**src/rtl/sr_drv_pkg.sv**
```systemverilog
// Shared types and defaults for the SR latch driver.
package sr_drv_pkg;

  localparam int DEF_PULSE_CYCLES   = 4;
  localparam int DEF_TIMEOUT_CYCLES = 16;

  typedef enum logic [1:0] {
    ST_IDLE  = 2'd0,
    ST_PULSE = 2'd1,
    ST_CHECK = 2'd2
  } sr_state_e;

endpackage

```
**src/rtl/sync_2ff.sv**
```systemverilog
// 1-bit two-stage synchronizer, async active-low reset to 0.
module sync_2ff (
  input  logic clk,
  input  logic rst_n,
  input  logic d,
  output logic q
);

  logic meta_q, sync_q;

  always_ff @(posedge clk or negedge rst_n) begin
    if (!rst_n) begin
      meta_q <= 1'b0;
      sync_q <= 1'b0;
    end else begin
      meta_q <= d;
      sync_q <= meta_q;
    end
  end

  assign q = sync_q;

endmodule

```
**src/rtl/sr_latch_driver.sv**
```systemverilog
// Drives Set/Reset pulses into an external SR latch and confirms Q readback.
// Optional: SR_SKIP_REDUNDANT_EN completes a command at once when Q already matches.
module sr_latch_driver
  import sr_drv_pkg::*;
#(
  parameter int PULSE_CYCLES   = DEF_PULSE_CYCLES,
  parameter int TIMEOUT_CYCLES = DEF_TIMEOUT_CYCLES,
  parameter int CNT_W          = 8
) (
  input  logic Clk,
  input  logic ResetN,
  input  logic CmdValid,
  input  logic CmdSet,
  output logic CmdReady,
  output logic Set,
  output logic Reset,
  input  logic QIn,
  output logic Busy,
  output logic Done,
  output logic Err
);

  localparam logic [CNT_W-1:0] PULSE_LOAD = CNT_W'(PULSE_CYCLES - 1);
  localparam logic [CNT_W-1:0] TMO_LAST   = CNT_W'(TIMEOUT_CYCLES - 1);

  sr_state_e        state_q, state_d;
  logic             target_q, target_d;
  logic [CNT_W-1:0] pcnt_q, pcnt_d;
  logic [CNT_W-1:0] tcnt_q, tcnt_d;
  logic             set_q, set_d;
  logic             reset_q, reset_d;
  logic             ready_q, ready_d;
  logic             done_q, done_d;
  logic             err_q, err_d;
  logic             q_sync;
  logic             accept;

  sync_2ff u_q_sync (
    .clk   (Clk),
    .rst_n (ResetN),
    .d     (QIn),
    .q     (q_sync)
  );

  assign accept = CmdValid & ready_q;

  always_comb begin
    state_d  = state_q;
    target_d = target_q;
    pcnt_d   = pcnt_q;
    tcnt_d   = tcnt_q;
    done_d   = 1'b0;
    err_d    = 1'b0;
    case (state_q)
      ST_IDLE: begin
        if (accept) begin
          target_d = CmdSet;
`ifdef SR_SKIP_REDUNDANT_EN
          if (q_sync == CmdSet) begin
            done_d = 1'b1;
          end else begin
            state_d = ST_PULSE;
            pcnt_d  = PULSE_LOAD;
          end
`else
          state_d = ST_PULSE;
          pcnt_d  = PULSE_LOAD;
`endif
        end
      end
      ST_PULSE: begin
        if (pcnt_q == '0) begin
          state_d = ST_CHECK;
          tcnt_d  = '0;
        end else begin
          pcnt_d = pcnt_q - 1'b1;
        end
      end
      ST_CHECK: begin
        if (q_sync == target_q) begin
          done_d  = 1'b1;
          state_d = ST_IDLE;
        end else if (tcnt_q >= TMO_LAST) begin
          err_d   = 1'b1;
          state_d = ST_IDLE;
        end else begin
          tcnt_d = tcnt_q + 1'b1;
        end
      end
      default: state_d = ST_IDLE;
    endcase
    // Outputs are registered from the next state so Set/Reset are exclusive by construction.
    set_d   = (state_d == ST_PULSE) &  target_d;
    reset_d = (state_d == ST_PULSE) & ~target_d;
    ready_d = (state_d == ST_IDLE);
  end

  always_ff @(posedge Clk or negedge ResetN) begin
    if (!ResetN) begin
      state_q  <= ST_IDLE;
      target_q <= 1'b0;
      pcnt_q   <= '0;
      tcnt_q   <= '0;
      set_q    <= 1'b0;
      reset_q  <= 1'b0;
      ready_q  <= 1'b0;
      done_q   <= 1'b0;
      err_q    <= 1'b0;
    end else begin
      state_q  <= state_d;
      target_q <= target_d;
      pcnt_q   <= pcnt_d;
      tcnt_q   <= tcnt_d;
      set_q    <= set_d;
      reset_q  <= reset_d;
      ready_q  <= ready_d;
      done_q   <= done_d;
      err_q    <= err_d;
    end
  end

  assign CmdReady = ready_q;
  assign Set      = set_q;
  assign Reset    = reset_q;
  assign Done     = done_q;
  assign Err      = err_q;
  assign Busy     = (state_q != ST_IDLE);

endmodule

```
**config.mk**
```make
export PLATFORM = sky130hd
export DESIGN_NAME = sr_latch_driver
export DESIGN_NICKNAME = d
export VERILOG_FILES = /design/src/rtl/sr_drv_pkg.sv /design/src/rtl/sync_2ff.sv /design/src/rtl/sr_latch_driver.sv
export SDC_FILE = /design/constraint.sdc
export NUM_CORES = 1
export LEC_CHECK = 0
export CAP_MARGIN = 40
export CORE_ASPECT_RATIO = 0.75
export CORE_MARGIN = 2
export CORE_UTILIZATION = 55
export CTS_BUF_LIST = sky130_fd_sc_hd__clkbuf_2
export CTS_CLUSTER_SIZE = 10
export DETAILED_ROUTE_END_ITERATION = 7
export PLACE_DENSITY = 0.89
export SYNTH_ARGS = -nofsm -noshare
export SYNTH_HDL_FRONTEND = slang
export SYNTH_SLANG_ARGS = --single-unit
```
**constraint.sdc**
```tcl
create_clock -name Clk -period 3.3 [get_ports Clk]
set_clock_uncertainty 0.05 [all_clocks]
set_input_delay 0.66 -clock Clk [delete_from_list [all_inputs] [get_ports Clk]]
set_output_delay 0.66 -clock Clk [all_outputs]
set_load 0.05 [all_outputs]
```
## Yosys cells after proc, flatten, opt, wreduce, memory -nomap -nowiden

Cells that the tools add are included.

- Word-level logic and storage cells: 54
- Bits of input ports: 5
- Output and inout port bits: 6
- Register bits after elaboration: 26

- Equal/unequal tests: 9
- Reductions and logical operators: 8
- $lt $le $gt $ge: 1
- Bitwise gates (word level): 4
- $add $sub $neg: 2
- Muxes and demuxes: 19

Operators by type and width:

| operator | count |
|---|---|
| $mux 8 | 5 |
| $pmux 8 s2 | 2 |
| $ne 2x2->1 const B | 5 |
| $add 8x1->8 const B | 1 |
| $ge 8x4->1 const B | 1 |
| $logic_not 8->1 | 1 |
| $mux 2 | 4 |
| $sub 8x1->8 const B | 1 |
| $mux 1 | 7 |
| $pmux 2 s3 | 1 |
| $reduce_bool 2->1 | 3 |
| $eq 2x1->1 const B | 2 |
| $logic_not 2->1 | 2 |
| $reduce_and 4->1 | 1 |
| $and 1x1->1 | 3 |
| $reduce_and 3->1 | 1 |
| $eq 2x2->1 const B | 1 |
| $eq 1x1->1 | 1 |
| $not 1->1 | 1 |

## Logic depth before layout (Yosys ltp)

Gate-level depths: netlist of run 1.

- Depth in word-level cells: 6
- Mapped depth: 7
- Gate-level depth less buffers: 6

## By module

From an unflattened synthesis of run 1, not the netlist that was laid out.

- Cells, all modules: 106
- Area, all modules: 1152.4 sq um

Modules (own cells, without submodules):

| module | area each (sq um) | times used | cells each | sequential area each (sq um) |
|---|---|---|---|---|
| sr_latch_driver | 1102.3 | 1 | 104 | 600.6 |
| sync_2ff | 50.0 | 1 | 2 | 50.0 |

## Worst setup path before layout of run 1

Ideal clock, no wire load.

- Kind: reg-to-reg
- Start: reg tcnt_q[4]
- End: reg tcnt_q[3]
- Period minus slack after synthesis: 1903 ps
- Stages on the path, launching flop included: 6
- Required time: 3123 ps
- Slack: 1397 ps
- Setup time: 127 ps
- Buffers on the path: 1
- Data arrival time: 1725 ps
- Path through: dfrtp_1 > or4_1 > and4b_1 > buf_4 > and4_1 > mux2_1

- Longest elaborated chain between the ends: 3

Ends and longest elaborated chain:

| what | line | source |
|---|---|---|
| start, declared | sr_latch_driver.sv:29 | `logic [CNT_W-1:0] tcnt_q, tcnt_d;` |
| start signal, assigned | sr_latch_driver.sv:113 | `tcnt_q <= tcnt_d;` |
| $ge 8x4->1 | sr_latch_driver.sv:83 | `end else if (tcnt_q >= TMO_LAST) begin` |
| $ne 2x2->1 (no source line) | n/a |  |
| $reduce_and 4->1 (no source line) | n/a |  |

Every way passes these cells.
A chain may end at the register's enable or synchronous reset.

## Final worst setup path of run 1

- Start: reg state_q[1]
- End: out Busy

- Longest elaborated chain between the ends: 1

Ends and longest elaborated chain:

| what | line | source |
|---|---|---|
| start, declared | sr_latch_driver.sv:26 | `sr_state_e state_q, state_d;` |
| start signal, assigned | sr_latch_driver.sv:110 | `state_q <= state_d;` |
| $reduce_bool 2->1 | sr_latch_driver.sv:127 | `assign Busy = (state_q != ST_IDLE);` |
| end, declared | sr_latch_driver.sv:18 | `output logic Busy,` |

Every way passes these cells.

==> results.cfg, run 1 <==
[yosys]
yosysWarnings = 0
synth_edf_count = 0
synth_seq_area_share_pct = 52.5
synthArstFlopShare_pct = 100
synth_top_area_share_pct = 52.5
synth-simple-area-share_pct = 26.6
synthTopCellsByArea = dfrtp_1 53%, mux2i_1 4.0%, nand2_1 3.3%
synth_nets = 123
muxShareOfSynthArea_pct = 5.86
synth-compound-area-share_pct = 7.88
avgSynthCellArea_um2 = 10.8
synth_xor_area_share_pct = 0.707
syn_area_um2 = 1240
yosysUniqueCellTypes = 38
synth_fa_ha_area_share_pct = 3.03
synth-seq-cells = 26
yosys.area.top_type = dfrtp_1
synthCells = 115
synthFlopType = dfrtp_1
synth_top_family_by_area = simple AND/OR/NAND/NOR gates

[layout]
regArea_um2 = 651
area_delta_synth_final_pct = 13.4
drive_above_1_share_pct = 7.94
nets = 135
n_antenna_cell = 0
multi_input_area_um2 = 546
stdcell_area_um2 = 1410
fill_cells = 167
final_cells = 150

[routing]
wire_per_inst_um = 14.8
routed_via_density = 5.79
drt_iter0_markers = 17
drc_errors = 1
ant_nets = 0
detail_route.first_pass.iterations = 6
vias = 869
routed_wl_um = 2220

[power]
combPwrFrac_pct = 38.5
sequentialPowerShare_pct = 44.0
clkPwrFrac_pct = 17.4
power_per_cell_area_nw_per_um2 = 807
p_total_mw = 1.13
peakVddDrop_uv = 571
intPower_uw = 687
p_switching_uw = 446
p_leak_nw = 0.682
netSwitchingFraction_pct = 39.4

[worst_setup_path]
critPathBufInv = 1
critPathLaunchType = flop
worst-path-stages = 2
critPathKind = flop to output port
r2r-end = tcnt_q[3]$_DFFE_PN0P_
critPathMaxFanout = 12
critical_path_arrival_ps = 1920
slowest_delay_ps = 700
cpMaxStageDelayCell = clkdlybuf4s50_1
r2r_setup_slack_ps = 1160
rr_worst_depth = 4
cp_data_required_time_ps = 2590
crit_chain = or2_2, clkdlybuf4s50_1
cp_top_family = buffers and inverters
end_kind = output port
cp-startpoint = state_q[1]$_DFF_PN0_
r2r-start = tcnt_q[4]$_DFFE_PN0P_

[worst_hold_path]
hold_path_end = u_q_sync.q$_DFF_PN0_
holdPathStages = 0
hp-start = u_q_sync.meta_q$_DFF_PN0_
hold_path.class = flop to flop

[floorplanning]
die_h_um = 45.1
die_area_um2 = 2650
core_area_um2 = 2070
fp-row-count = 14
die_x_um = 58.8
io_pins = 11
start_util_pct = 59.9

[clock_network]
clock-sinks = 26
clk_pin_slew_ps = 230
ctsResizeCount = 0
cts_max_level = 1
cts_hold_buf = 0
cts_max_path_buffers = 2
post_cts_buffers = 0
cts-buffers-inserted = 3
cts_tree = done
insertion_delay_ps = 340
root_buffer = clkbuf_2

[grt]
overflow = 0
grt_first_pass_wirelength_um = 4050
track_usage_pct = 21.2
grt_max_degree = 27
grt_pass1_vias = 875
grt_antenna_before_repair = 0

[timing]
fmax_ghz = 0.380
setup_tns_ps = 0
tightest_slew_ps = 503
final-setup-viol-count = 0
hold_violations = 0
hold_slack_ps = 342
rsz0062_at_grt = false
slew_violations = 0
min_period_over_period_pct = 79.7
slew_headroom_pct = 66.4
finalCriticalPeriod_ps = 2630

[place]
dp_hpwl_um = 1600
place_inst = 146
io_buffers = 10
gp_routability_congestion = 0.880
post_dp_cell_area_um2 = 1360

[run_status]
violations = DRC
status = finished, violations left

[run]
max_cap_viol_count = 0
[worst max path at each step]
stage | to | slack (ps)
floorplan | tcnt_q[3]$_DFFE_PN0P_ | 1400
finish | Busy | 670
detailed placement | pcnt_q[2]$_DFFE_PN0P_ | 980
CTS | Busy | 660
global placement | pcnt_q[2]$_DFFE_PN0P_ | 1020
global route | Busy | 570
[power groups by stage]
stage               clock, mW  sequential [mW]  combinational (mW)
floorplan                   0            0.533               0.277
global placement            0            0.497               0.416
detailed placement          0            0.503               0.434
CTS                     0.202            0.498               0.440
global route            0.212            0.512               0.490
finish                  0.197            0.499               0.437
[cell usage after synthesis (2+ instances only)]
library cell	instances
ha_1	3
mux2i_1	5
nor2b_1	6
a22oi_1	2
or2_2	2
nand2_1	11
nand2b_1	6
or4_1	4
clkbuf_1	3
inv_1	5
nor4_1	2
dfrtp_1	26
a21oi_1	6
nor4bb_1	2
nand4_1	2
o31ai_1	2
nor2_1	7
[cells by family (layout without fill, tap and decap cells)]
family,count (synthesis),count (layout)
XOR/XNOR,1,1
AND/OR/NAND/NOR,53,53
AO/OA/AOI/OAI,15,15
adder cells (fa/ha/maj),3,3
multiplexers,7,7
flip-flops,26,26
buffers and inverters,10,21
[cells in the final DEF (no fill, tap or decap), types with 3 or more instances in the layout]
master           synthesis  final
a21oi_1                  6      6
clkbuf_2                 0      3
clkdlybuf4s50_1          0     10
dfrtp_1                 26     26
ha_1                     3      3
inv_1                    5      5
mux2i_1                  5      5
nand2_1                 11     11
nand2b_1                 6      6
nor2_1                   7      7
nor2b_1                  6      6
or4_1                    4      4
[through the flow]
stage / setup slack (ps) / utilization (%)
2_1_floorplan: 1400 / -
3_3_place_gp: 1020 / 65.8
3_5_place_dp: 975 / 65.8
4_1_cts: 660 / 68.0
5_1_grt: 569 / 68.0
6_report: 669 / 68.0
[cell type report]
cell class                 instances  share of cell area [%]
sequential                        26                    46.3
multi-input combinational         79                    38.8
timing repair buffer              12                    8.19
clock inverter                     1                    2.14
tap                               24                    2.14
inverter                           5                    1.34
clock buffer                       3                    1.07
[sequential cells by signal (all words and copies together), names as in the netlist]
register,flops
CmdReady,1
u_q_sync.meta_q,1
Reset,1
Set,1
target_q,1
Done,1
pcnt_q,8
Err,1
state_q,2
tcnt_q,8
u_q_sync.q,1
[per-layer routing]
metal  share of wire [%]  global-route usage, %
met1                  47                   29.5
met2                  47                   31.8
met3                 4.3                   6.88
met4                 1.3                   7.27
met5                   0                      0
Power figures use the tool's default switching activity.
==> inputs of run 2 (changes only) <==
==> constraint.sdc (replaced) <==
create_clock -name Clk -period 2.76 [get_ports Clk]
set_clock_uncertainty 0.05 [all_clocks]
set_input_delay 0.552 -clock Clk [delete_from_list [all_inputs] [get_ports Clk]]
set_output_delay 0.552 -clock Clk [all_outputs]
set_load 0.05 [all_outputs]
==> results.cfg, run 2 (synthesis results as in run 1) <==
[worst_setup_path]
critical_path_arrival_ps = 1920
end_kind = output port
critPathKind = flop to output port
rr_worst_depth = 4
r2r-start = tcnt_q[4]$_DFFE_PN0P_
r2r_setup_slack_ps = 560
r2r-end = tcnt_q[3]$_DFFE_PN0P_
critPathMaxFanout = 12
cp_data_required_time_ps = 2160
critPathLaunchType = flop

[floorplanning]
start_util_pct = 59.9
die_area_um2 = 2650
die_x_um = 58.8
die_h_um = 45.1
io_pins = 11
fp-row-count = 14
core_area_um2 = 2070

[place]
post_dp_cell_area_um2 = 1360
io_buffers = 10
post-place-ws_ps = 552
gp_routability_congestion = 0.874
dp_hpwl_um = 1740

[timing]
setup_tns_ps = 0
finalCriticalPeriod_ps = 2520
rsz0062_at_grt = false
finalWorstSetupSlack_ps = 235
tightest_slew_ps = 502
hold_violations = 0
slew_headroom_pct = 66.4
final-setup-viol-count = 0
fmax_ghz = 0.396
min_period_over_period_pct = 91.5
slew_violations = 0
hold_slack_ps = 348

[clock_network]
cts_max_path_buffers = 2
root_buffer = clkbuf_2
cts-buffers-inserted = 3
clk_pin_slew_ps = 240
clock-sinks = 26
cts_tree = done
cts_hold_buf = 0
post_cts_buffers = 0
insertion_delay_ps = 360
ctsResizeCount = 0
cts_max_level = 1

[layout]
layout.cells.most_common = dfrtp_1
mostFrequentLayoutCells = 26 x dfrtp_1, 11 x nand2_1, 10 x clkdlybuf4s50_1
multi_input_area_um2 = 546
n_antenna_cell = 0
area_delta_synth_final_pct = 13.4
fill_cells = 157
drive_above_1_share_pct = 7.94
top_regs = pcnt_q (8), tcnt_q (8), state_q (2)
regArea_um2 = 651
stdcell_area_um2 = 1410
nets = 135

[power]
combPwrFrac_pct = 38.5
clkPwrFrac_pct = 17.5
sequentialPowerShare_pct = 44.0
power_per_cell_area_nw_per_um2 = 972
p_total_mw = 1.37
peakVddDrop_uv = 650
p_leak_nw = 0.682
netSwitchingFraction_pct = 39.8
intPower_uw = 822
p_switching_uw = 544

[routing]
routed_wl_um = 2410
drt_iter0_markers = 23
wire_per_inst_um = 16.0
drc_errors = 1
ant_nets = 0
vias = 886
detail_route.first_pass.iterations = 6
routed_via_density = 5.91

[grt]
grt_max_degree = 27
grt_pass1_vias = 888
grt_antenna_before_repair = 0
grt_first_pass_wirelength_um = 4110
track_usage_pct = 21.7
overflow = 0

[worst_hold_path]
hold_path.class = flop to flop
holdPathStages = 0
hold_path_end = u_q_sync.q$_DFF_PN0_
hp-start = u_q_sync.meta_q$_DFF_PN0_

[run_status]
status = finished, violations left
violations = DRC

[run]
max_cap_viol_count = 0
[run 2: cell counts in the layout (fill, tap and decap cells not counted)]
No cell type changed its count.
[run 2: cell type report]
cell class              count  area share, %
well taps                  24           2.14
clock inverters             1           2.14
repair buffers             12           8.19
flip-flops and latches     26           46.3
multi-input cells          79           38.8
inverters                   5           1.34
clock buffers               3           1.07
[run 2: through the flow]
step,util (%),cells
3_5_place_dp,65.8,146
6_report,68.0,150
4_1_cts,68.0,150
5_1_grt,68.0,150
3_3_place_gp,65.8,146
2_1_floorplan,-,115
[run 2: worst max-delay path by stage]
| stage | start | endpoint | cells after the start |
|---|---|---|---|
| global route | state_q[0]$_DFF_PN0_ | Busy | 2 |
| CTS | state_q[0]$_DFF_PN0_ | Busy | 2 |
| finish | state_q[1]$_DFF_PN0_ | Busy | 2 |
| global placement | CmdValid | pcnt_q[2]$_DFFE_PN0P_ | 5 |
| detailed placement | CmdValid | pcnt_q[2]$_DFFE_PN0P_ | 5 |
| floorplan | tcnt_q[4]$_DFFE_PN0P_ | tcnt_q[3]$_DFFE_PN0P_ | 5 |
[run 2: power by group through the flow]
stage,clock [mW],combinational [mW],sequential [mW]
2_1_floorplan,0,0.331,0.637
6_report,0.239,0.527,0.601
4_1_cts,0.243,0.527,0.597
3_3_place_gp,0,0.497,0.594
5_1_grt,0.257,0.583,0.612
3_5_place_dp,0,0.523,0.606
[run 2: critical path, cell delays in order (launching register included)]
cell	delay [ps]
dfrtp_1	540
or2_2	330
clkdlybuf4s50_1	700
[run 2: per-layer routing]
layer	share of wire [%]	global-route usage, %	up-vias
met1	46	27.8	427
met4	2.5	10.0	0
met3	4.2	6.59	9
met5	0	0	-
met2	47	34.4	25
li1	-	-	425
==> inputs of run 3 (changes only) <==
--- a/config.mk
+++ b/config.mk
@@ -6,13 +6,16 @@
 export NUM_CORES = 1
 export LEC_CHECK = 0
 export CAP_MARGIN = 40
+export CELL_PAD_IN_SITES_DETAIL_PLACEMENT = 0
+export CELL_PAD_IN_SITES_GLOBAL_PLACEMENT = 1
 export CORE_ASPECT_RATIO = 0.75
 export CORE_MARGIN = 2
-export CORE_UTILIZATION = 55
+export CORE_UTILIZATION = 42
 export CTS_BUF_LIST = sky130_fd_sc_hd__clkbuf_2
 export CTS_CLUSTER_SIZE = 10
 export DETAILED_ROUTE_END_ITERATION = 7
 export PLACE_DENSITY = 0.89
+export SLEW_MARGIN = 20
 export SYNTH_ARGS = -nofsm -noshare
 export SYNTH_HDL_FRONTEND = slang
 export SYNTH_SLANG_ARGS = --single-unit
==> constraint.sdc (replaced) <==
create_clock -name Clk -period 2.2 [get_ports Clk]
set_clock_uncertainty 0.05 [all_clocks]
set_input_delay 0.44 -clock Clk [delete_from_list [all_inputs] [get_ports Clk]]
set_output_delay 0.44 -clock Clk [all_outputs]
set_load 0.05 [all_outputs]
==> results.cfg, run 3 (synthesis results as in run 1) <==
[run_status]
status = finished, final reports clean

[timing]
fmax_ghz = 0.481
rsz0062_at_grt = false
tightest_slew_ps = 496
final-setup-viol-count = 0
slew_headroom_pct = 66.9
hold_violations = 0
min_period_over_period_pct = 94.4
setup_tns_ps = 0
slew_violations = 0
finalCriticalPeriod_ps = 2080

[routing]
drt_iter0_markers = 56
drc_errors = 0
detail_route.first_pass.iterations = 4
routed_via_density = 5.34
ant_nets = 0
wire_per_inst_um = 12.9
vias = 886
routed_wl_um = 2140

[layout]
layout.cells.most_common = dfrtp_1
final_cells = 166
n_antenna_cell = 0
stdcell_area_um2 = 1420
top_regs = pcnt_q (8), tcnt_q (8), state_q (2)
drive_above_1_share_pct = 10.2
mostFrequentLayoutCells = 26 x dfrtp_1, 11 x nand2_1, 9 x clkdlybuf4s50_1
nets = 138
utilization_pct = 49.5
area_delta_synth_final_pct = 14.6

[clock_network]
root_buffer = clkbuf_2
cts_hold_buf = 0
clk_pin_slew_ps = 220
post_cts_buffers = 0
insertion_delay_ps = 340
clock-sinks = 26
cts_tree = done
cts-buffers-inserted = 3
cts_max_level = 1
cts_max_path_buffers = 2

[worst_setup_path]
critical_path_arrival_ps = 1590
critPathKind = flop to output port
critPathLaunchType = flop
end_kind = output port
cp_data_required_time_ps = 1710
critPathBufInv = 1
critPathMaxFanout = 4
cp_top_family = buffers and inverters
cpMaxStageDelayCell = clkdlybuf4s50_1
slowest_delay_ps = 810
crit_chain = clkdlybuf4s50_1

[grt]
grt_antenna_before_repair = 0
track_usage_pct = 15.4
grt_pass1_vias = 867
grt_first_pass_wirelength_um = 3900
grt_max_degree = 27
overflow = 0

[place]
dp_hpwl_um = 1580
place_inst = 163
gp_routability_congestion = 0.828
post_dp_cell_area_um2 = 1400
io_buffers = 10

[floorplanning]
die_x_um = 66.7
start_util_pct = 43.1
die_area_um2 = 3400
io_pins = 11
die_h_um = 51.0
fp-row-count = 17
core_area_um2 = 2870

[run]
max_cap_viol_count = 0

[power]
power_per_cell_area_nw_per_um2 = 1110
p_leak_nw = 0.684
peakVddDrop_uv = 560

[worst_hold_path]
hold_path.class = flop to flop
==> run 3: cell types whose count changed in the layout (fill, tap and decap cells not counted), sizes merged <==
| cell | previous run | this run |
|---|---|---|
| dlygate4sd2 | 0 | 1 |
| bufinv | 1 | 0 |
| clkdlybuf4s50 | 10 | 9 |
| buf | 2 | 5 |
==> run 3: per-stage QoR <==
stage / hold slack (ps) / setup slack [ps] / total power [mW]
after floorplan: 94.4 / 297 / 1.21
after global placement: 287 / 149 / 1.39
after detailed placement: 289 / 79.7 / 1.42
after CTS: 334 / 113 / 1.58
after global routing: 350 / 45.4 / 1.71
final: 329 / 123 / 1.58
==> run 3: what timing repair did <==
item,in CTS,in global routing
setup endpoints to repair,1,2
hold endpoints to repair,0,0
resized for setup,1,1
==> run 3: worst paths after layout <==
path	startpoint	endpoint	slack [ps]	cells past startpoint
worst min register to register	u_q_sync.meta_q$_DFF_PN0_	u_q_sync.q$_DFF_PN0_	330	0
worst min-delay path	u_q_sync.meta_q$_DFF_PN0_	u_q_sync.q$_DFF_PN0_	330	0
min in group asynchronous	ResetN	tcnt_q[6]$_DFFE_PN0P_	370	2
worst max register to register	pcnt_q[0]$_DFFE_PN0P_	pcnt_q[7]$_DFFE_PN0P_	200	6
max in group asynchronous	ResetN	pcnt_q[6]$_DFFE_PN0P_	1480	2
worst max-delay path	CmdReady$_DFF_PN0_	CmdReady	120	1
==> run 3: worst reg2reg max path, stage by stage, from the launching register on <==
cell,delay [ps]
dfrtp_1,440
inv_1,90
ha_1,230
nor4bb_2,190
and2_0,260
or4_1,540
a21oi_1,150
==> run 3: routing by layer <==
metal  wire [um]  vias up  part of all wire, %  track usage [%]
met5           0        -                    0                0
met4          24        0                  1.1             4.08
met3          96        2                  4.5             3.96
met2         931       20                   44             22.5
met1        1090      433                   51             22.6
li1            -      431                    -                -
==> run 3: final cells by class <==
type | instances | area (um2)
fillers | 274 | 1450
flip-flops and latches | 26 | 651
multi-input cells | 79 | 552
repair buffers | 15 | 136
well taps | 38 | 47.5
inverters | 5 | 18.8
clock buffers | 3 | 15.0
==> run 3: power by group <==
group / internal [mW] / switching, mW
clock network: 0.0371 / 0.130
registers: 0.602 / 0.126
logic: 0.285 / 0.397
